File: src/rtl/pc_update.sv
// Next-PC stage: selects PC+4 or a registered branch target once per 10-phase instruction cycle.
// Optional taken/not-taken commit counters are enabled with `define PC_UPDATE_BRANCH_STATS_EN.
module pc_update #(
  parameter int unsigned           WIDTH        = 32,
  parameter int unsigned           PHASES       = 10,
  parameter int unsigned           SAMPLE_PHASE = 5,
  parameter int unsigned           COMMIT_PHASE = 9,
  parameter logic [WIDTH-1:0]      RESET_PC     = '0,
  parameter int unsigned           IMEM_BYTES   = 128
) (
  input  logic             clock,
  input  logic             reset,
  input  logic             pcsrc,
  input  logic [WIDTH-1:0] imm,
  output logic [WIDTH-1:0] pc_out,
  output logic [WIDTH-1:0] pc_plus4,
  output logic [WIDTH-1:0] branch_target,
  output logic [3:0]       phase,
  output logic             instr_done,
  output logic             halted,
  output logic             misaligned,
  output logic [15:0]      retired,
`ifdef PC_UPDATE_BRANCH_STATS_EN
  output logic [15:0]      taken_count,
  output logic [15:0]      not_taken_count,
`endif
  output logic             state_dbg
);

  typedef enum logic {RUN = 1'b0, HALT = 1'b1} state_t;

  localparam logic [3:0]       LAST_P   = 4'(PHASES - 1);
  localparam logic [3:0]       SAMPLE_P = 4'(SAMPLE_PHASE);
  localparam logic [3:0]       COMMIT_P = 4'(COMMIT_PHASE);
  localparam logic [WIDTH-1:0] PC_LIMIT = WIDTH'(IMEM_BYTES - 4);
  localparam logic [WIDTH-1:0] FOUR     = WIDTH'(4);

  state_t           state_q, state_d;
  logic [3:0]       phase_q, phase_d;
  logic [WIDTH-1:0] pc_q, pc_d;
  logic [WIDTH-1:0] target_q, target_d;
  logic             taken_q, taken_d;
  logic             done_q, done_d;
  logic             halted_q, halted_d;
  logic             mis_q, mis_d;
  logic [15:0]      retired_q, retired_d;

  logic [WIDTH-1:0] commit_next;
  logic             next_misaligned;
  logic             next_out_of_range;
  logic             retire;

`ifdef PC_UPDATE_BRANCH_STATS_EN
  logic [15:0]      tcnt_q, tcnt_d;
  logic [15:0]      ntcnt_q, ntcnt_d;
`endif

  // The phase counter free-runs in both states so it stays aligned with the other stages.
  always_comb begin
    phase_d = (phase_q == LAST_P) ? 4'd0 : phase_q + 4'd1;
  end

  always_comb begin
    commit_next       = taken_q ? target_q : (pc_q + FOUR);
    next_misaligned   = taken_q && (commit_next[1:0] != 2'b00);
    next_out_of_range = commit_next > PC_LIMIT;
  end

  always_comb begin
    state_d  = state_q;
    pc_d     = pc_q;
    target_d = target_q;
    taken_d  = taken_q;
    done_d   = 1'b0;
    halted_d = halted_q;
    mis_d    = mis_q;
    retire   = 1'b0;
    case (state_q)
      RUN: begin
        if (phase_q == SAMPLE_P) begin
          taken_d  = pcsrc;
          target_d = pc_q + (imm << 1);
        end
        if (phase_q == COMMIT_P) begin
          if (next_misaligned) begin
            mis_d    = 1'b1;
            halted_d = 1'b1;
            state_d  = HALT;
          end else begin
            // An out-of-range next PC still retires the current instruction.
            retire = 1'b1;
            done_d = 1'b1;
            if (next_out_of_range) begin
              halted_d = 1'b1;
              state_d  = HALT;
            end else begin
              pc_d = commit_next;
            end
          end
        end
      end
      HALT: begin
        state_d = HALT;
      end
      default: begin
        state_d = HALT;
      end
    endcase
    retired_d = (retire && (retired_q != 16'hFFFF)) ? retired_q + 16'd1 : retired_q;
  end

`ifdef PC_UPDATE_BRANCH_STATS_EN
  always_comb begin
    tcnt_d  = tcnt_q;
    ntcnt_d = ntcnt_q;
    if (retire) begin
      if (taken_q) begin
        if (tcnt_q != 16'hFFFF) tcnt_d = tcnt_q + 16'd1;
      end else begin
        if (ntcnt_q != 16'hFFFF) ntcnt_d = ntcnt_q + 16'd1;
      end
    end
  end

  always_ff @(posedge clock or posedge reset) begin
    if (reset) begin
      tcnt_q  <= '0;
      ntcnt_q <= '0;
    end else begin
      tcnt_q  <= tcnt_d;
      ntcnt_q <= ntcnt_d;
    end
  end

  assign taken_count     = tcnt_q;
  assign not_taken_count = ntcnt_q;
`endif

  always_ff @(posedge clock or posedge reset) begin
    if (reset) begin
      state_q   <= RUN;
      phase_q   <= 4'd0;
      pc_q      <= RESET_PC;
      target_q  <= '0;
      taken_q   <= 1'b0;
      done_q    <= 1'b0;
      halted_q  <= 1'b0;
      mis_q     <= 1'b0;
      retired_q <= 16'd0;
    end else begin
      state_q   <= state_d;
      phase_q   <= phase_d;
      pc_q      <= pc_d;
      target_q  <= target_d;
      taken_q   <= taken_d;
      done_q    <= done_d;
      halted_q  <= halted_d;
      mis_q     <= mis_d;
      retired_q <= retired_d;
    end
  end

  assign pc_out        = pc_q;
  assign pc_plus4      = pc_q + FOUR;
  assign branch_target = target_q;
  assign phase         = phase_q;
  assign instr_done    = done_q;
  assign halted        = halted_q;
  assign misaligned    = mis_q;
  assign retired       = retired_q;
  assign state_dbg     = state_q;

endmodule

File: config.mk
export PLATFORM = sky130hd
export DESIGN_NAME = pc_update
export DESIGN_NICKNAME = d
export VERILOG_FILES = /design/src/rtl/pc_update.sv
export SDC_FILE = /design/constraint.sdc
export NUM_CORES = 1
export LEC_CHECK = 0
export ABC_AREA = 1
export ABC_CLOCK_PERIOD_IN_PS = 6700
export CORE_MARGIN = 3
export CORE_UTILIZATION = 40
export DETAILED_ROUTE_END_ITERATION = 8
export DONT_BUFFER_PORTS = 1
export HOLD_SLACK_MARGIN = 0.08
export PLACE_DENSITY = 0.64
export RECOVER_POWER = 100
export SKIP_LAST_GASP = 1
export SLEW_MARGIN = 30
export SYNTH_ARGS = -nofsm -noshare
export SYNTH_HDL_FRONTEND = slang
export SYNTH_SLANG_ARGS = --single-unit
File: constraint.sdc
create_clock -name clock -period 6.7 [get_ports clock]
set_input_delay 1.34 -clock clock [delete_from_list [all_inputs] [get_ports clock]]
set_output_delay 1.34 -clock clock [all_outputs]
set_load 0.02 [all_outputs]
### Word level (Yosys, flattened, before mapping)

Cells that the tools add are included.

| storage, ports and cells | value |
|---|---|
| flip-flop bits (word level) | 89 |
| latch bits | 0 |
| memory bits (writable) | 0 |
| ROM bits | 0 |
| bits of input ports | 35 |
| output and inout bits | 120 |
| logic and storage cells | 39 |
| memories kept | 0 |

| cells by class | value |
|---|---|
| add/subtract/negate cells | 4 |
| $mul | 0 |
| divide/modulo/power cells | 0 |
| $lt $le $gt $ge | 1 |
| equal/unequal tests | 3 |
| shifts and indexed selects | 0 |
| muxes and demuxes | 11 |
| bitwise gates (word level) | 3 |
| reduce and logical (&&, ||, !) cells | 8 |

Operators with widths:

| cell | count |
|---|---|
| 32-bit by 3-bit adder with 32-bit output, second input constant | 1 |
| 32-bit adder | 1 |
| 32-bit by 7-bit greater-than comparator with 1-bit output, second input constant | 1 |
| 32-bit two-way mux | 1 |
| 16-bit by 1-bit adder with 16-bit output, second input constant | 1 |
| 16-bit inequality test, second input constant | 1 |
| 1-bit two-way mux | 8 |
| 3-bit AND reduction | 2 |
| 4-bit by 1-bit adder with 4-bit output, second input constant | 1 |
| 4-bit by 3-bit equality test with 1-bit output, second input constant | 1 |
| 4-bit equality test, second input constant | 1 |
| 4-bit two-way mux | 1 |
| 4-bit AND reduction | 1 |
| 2-bit nonzero test | 2 |
| 1-bit inverter | 3 |
| 1-bit logical AND | 2 |
| 1-bit one-hot mux with 2 select lines | 1 |
| 2-bit AND reduction | 1 |

### Longest topological paths before layout

| logic depth | value |
|---|---|
| depth after elaboration | 8 |
| mapped depth | 17 |
| gate-level depth less buffers | 17 |

### Least setup slack after synthesis

No wires, ideal clock.

| path | value |
|---|---|
| path kind | input -> register |
| start point | input imm[0] |
| end point | register target_q[31] (netlist: branch_target[31]) |
| setup time | 118 ps |
| data arrival time | 3,032 ps |
| required time | 6,582 ps |
| setup slack | 3,550 ps |
| cell stages on the path | 12 |
| buffers on the path | 0 |
| path through | ha_1 inv_1 fa_1 o21ai_0 a21oi_1 inv_1 nand3_1 nand3_1 a21oi_1 or2_2 nand3_1 nand2_1 |

| between the ends | value |
|---|---|
| word-level cells in the longest chain between the ends | 1 |

RTL lines:

| item | RTL line | text |
|---|---|---|
| from (decl) | 14 | `input logic [WIDTH-1:0] imm,` |
| 32-bit adder | 82 | `target_d = pc_q + (imm << 1);` |
| to (signal assigned) | 154 | `target_q <= target_d;` |
| to (decl) | 41 | `logic [WIDTH-1:0] target_q, target_d;` |

No other way between the ends.
A chain may end at the register's enable or synchronous reset.

### Worst setup path after layout

| path | value |
|---|---|
| start point | register taken_q |
| end point | register retired_q[5] (netlist: retired[5]) |

| between the ends | value |
|---|---|
| word-level cells in the longest chain between the ends | 7 |

RTL lines:

| item | RTL line | text |
|---|---|---|
| from (decl) | 42 | `logic taken_q, taken_d;` |
| from (signal assigned) | 155 | `taken_q <= taken_d;` |
| 32-bit two-way mux | 64 | `commit_next = taken_q ? target_q : (pc_q + FOUR);` |
| 2-bit nonzero test | 65 | `next_misaligned = taken_q && (commit_next[1:0] != 2'b00);` |
| 1-bit logical AND * | 65 |  |
| 1-bit two-way mux * | 85 | `if (next_misaligned) begin` |
| 1-bit two-way mux * | 84 | `if (phase_q == COMMIT_P) begin` |
| 1-bit two-way mux * | 78 | `case (state_q)` |
| 1-bit logical AND * | 109 | `retired_d = (retire && (retired_q != 16'hFFFF)) ? retired_q + 16'd1 : retired_q;` |
| to (signal assigned) | 159 | `retired_q <= retired_d;` |
| to (decl) | 46 | `logic [15:0] retired_q, retired_d;` |

Every way passes the cells marked *; elsewhere a longest branch is shown, timed or not.

==> impl_metrics.env <==
export IMPL_synth_area_um2=6460
export IMPL_path_class="register to register"
export IMPL_fillerInstances=1602
export IMPL_area_growth_pct=7.05
export IMPL_power_share_combinational=0.074
export IMPL_n_antenna_cell=0
export IMPL_synth_area_leader_cell="dfrtp_1"
export IMPL_slew_headroom=-0.330
export IMPL_fin_crit_ns=4.93
export IMPL_fin_area_um2=6910
export IMPL_grt_max_degree=51
export IMPL_antenna_found_initial=0
export IMPL_crit_slowest_cell="clkbuf_1"
export IMPL_wl_met3_um=1440
export IMPL_viasPerCell=5.26
export IMPL_fmax_ghz=0.203
export IMPL_ios=155
export IMPL_place_area_um2=6660
export IMPL_ctsHoldBuffers=0
export IMPL_hold_violations=0
export IMPL_root_buffer="clkbuf_16"
export IMPL_violations="capacitance limit, slew limit"
export IMPL_synth_edf_count=0
export IMPL_period_share=0.735
export IMPL_drtIter0Drc=392
export IMPL_synthDistinctLibCells=34
export IMPL_p_int_uw=881
export IMPL_initial_utilization=0.417
export IMPL_power_mw=1.20
export IMPL_dieArea_um2=17700
export IMPL_dpl_hpwl_um=16300
export IMPL_ys_seq_area_frac=0.345
export IMPL_vias=6064
export IMPL_synthFlopType="dfrtp_1"
export IMPL_cp_arrival_ns=5.15
export IMPL_grt_first_pass_wirelength_um=31600
export IMPL_cpPeakStageDelay_ns=1.25
export IMPL_timing_critical_path_required_ns=6.92
export IMPL_grt_setup_unrepaired="false"
export IMPL_final_setup_tns_ns=0
export IMPL_h_tree_depth=3
export IMPL_drc_errors=0
export IMPL_async_flop_share=1.00
export IMPL_cts_buffers=9
export IMPL_gp_congestion=0.941
export IMPL_setup_slack_ns=1.77
export IMPL_drt_pre_antenna_iters=6
export IMPL_yosysMostFrequentCell="nand2_1"
export IMPL_cp_cell_sequence="clkbuf_1, inv_1, a21oi_1, nor2_4, clkbuf_1, nand2_1, nor4_1, nand3_1, xnor2_1"
export IMPL_grt_total_usage=0.229
export IMPL_wl_met2_um=9390
export IMPL_p_leak_nw=3.33
export IMPL_drt_antenna_violating_nets=0
export IMPL_clkSlewWorstSetupHoldPaths_ns=0.07
export IMPL_status="complete, but fails checks"
export IMPL_cts_sinks=89
export IMPL_critPathCaptureType="register"
export IMPL_top_layer_used="met4"
export IMPL_finalWirelength_um=20400
export IMPL_insertion_delay_ns=0.35
export IMPL_die_h_um=133
export IMPL_max_cap_violations=2
export IMPL_routedLengthMet1_um=9170
export IMPL_grt_pass1_vias=5703
export IMPL_fin_util=0.447
export IMPL_rows=45
export IMPL_crit_path_start_kind="register"
export IMPL_netlist_area_leader_share=0.345
export IMPL_grt_remaining_overflow=0
export IMPL_cts_setup_buffers=0
export IMPL_hold_class="register to register"
export IMPL_holdWs_ns=0.634
export IMPL_skew_ns=0.00912
export IMPL_finalSetupViolations=0
export IMPL_cts_path_max_buffers=2
export IMPL_wl_per_cell_um=17.7
export IMPL_ys_ff_latch=89
export IMPL_drive_above_1_share=0.0488
export IMPL_synthTopCellsByArea="dfrtp_1, nand2_1, ha_1"
export IMPL_core_region_area_um2=15500
export IMPL_cts_tree="yes"
export IMPL_avgSynthCellArea_um2=6.86
export IMPL_postSynthCellCount=942
export IMPL_p_switching_uw=316
export IMPL_post_cts_resized=0
export IMPL_die_x_um=133
export IMPL_placed_cells=1137
export IMPL_place_ws_ns=3.04
export IMPL_crit_fanout=37
export IMPL_synthTopCellsByCount="nand2_1, inv_1, nor2_1"
export IMPL_place_port_buffers=0
export IMPL_drv_slew=78
export IMPL_seq_power_share=0.480
export IMPL_p_sw_frac=0.264
export IMPL_irDropWorstVdd_v=0.000115
export IMPL_power_density_nw_per_um2=173
export IMPL_cpMostUsedCell="clkbuf_1"
export IMPL_fin_nets=1005
export IMPL_pwr_share_clk=0.446
export IMPL_yosysWarnings=0
export IMPL_worst_slew_pin_transition_ns=1.98
export IMPL_fin_cells=1153
export IMPL_syn_num_nets=1010
[per-layer routing]
metal,vias up,global-route usage
li1,3050,-
met1,2821,0.307
met2,167,0.364
met3,26,0.0532
met4,0,0.0785
met5,-,0
[registers in the layout (all words and copies together), names as in the netlist]
| signal | count |
|---|---|
| branch_target | 32 |
| halted | 1 |
| instr_done | 1 |
| misaligned | 1 |
| pc_out | 32 |
| state_dbg | 1 |
| taken_q | 1 |
| retired | 16 |
| phase | 4 |
[cell families after synthesis]
| group | count (synthesis) | share of synthesized area |
|---|---|---|
| and+or+nand+nor | 500 | 0.334 |
| AOI/OAI and AO/OA | 160 | 0.130 |
| buffers and inverters | 123 | 0.0756 |
| DFF | 89 | 0.345 |
| xor gates and xnor gates | 37 | 0.0502 |
| adders and majority gates | 33 | 0.0651 |
[critical path: cells and delay by family (launching register included)]
family	cells	cell delay, ns
DFF	1	0.36
AOI/OAI and AO/OA	1	0.20
buffers and inverters	3	2.74
and+or+nand+nor	4	1.30
xor gates and xnor gates	1	0.16
[power by group through the flow]
stage	Sequential (mW)	Clock [mW]	Combinational, mW
2_1_floorplan	0.579	0	0.0701
3_5_place_dp	0.585	0	0.0886
4_1_cts	0.575	0.543	0.0890
6_report	0.574	0.534	0.0881
3_3_place_gp	0.585	0	0.0872
5_1_grt	0.576	0.568	0.102
[cell type report]
class | count | area, um^2 | share of cell area
Timing Repair Buffer | 4 | 18.8 | 0.00271
Clock inverter | 6 | 72.6 | 0.0105
Multi-Input combinational cell | 730 | 3700 | 0.536
Tap cell | 211 | 264 | 0.0382
Sequential cell | 89 | 2230 | 0.322
Clock buffer | 10 | 239 | 0.0346
Inverter | 103 | 388 | 0.0561
[worst paths after layout]
kind | from | to | slack [ns] | depth (start not counted)
worst min register to register | retired[7] | retired[7] | 0.63 | 1
worst max-delay path | taken_q | retired[5] | 1.77 | 9
max in group asynchronous | reset | pc_out[8] | 3.89 | 2
worst max register to register | taken_q | retired[5] | 1.77 | 9
worst min-delay path | retired[7] | retired[7] | 0.63 | 1
min in group asynchronous | reset | pc_out[2] | 1.38 | 1
[layout by cell type, fill, tap and decap left out, types with 3 or more instances in the layout]
cell type,Yosys,routed
dfrtp_1,89,89
nor2_4,5,3
ha_1,32,32
nand3_1,73,73
nand2_1,272,274
xor2_1,25,25
a21oi_1,67,67
nor3_1,13,14
inv_1,99,101
or2_2,16,16
a31oi_1,7,7
a21boi_0,4,4
o21ai_1,5,5
nor4_1,3,4
nand4_1,8,8
o21bai_1,6,6
nor2_1,93,98
nor2_2,6,3
xnor2_1,12,12
o21ai_0,68,68
clkbuf_1,12,3
clkbuf_16,0,9
(Power assumes the default switching activity.)
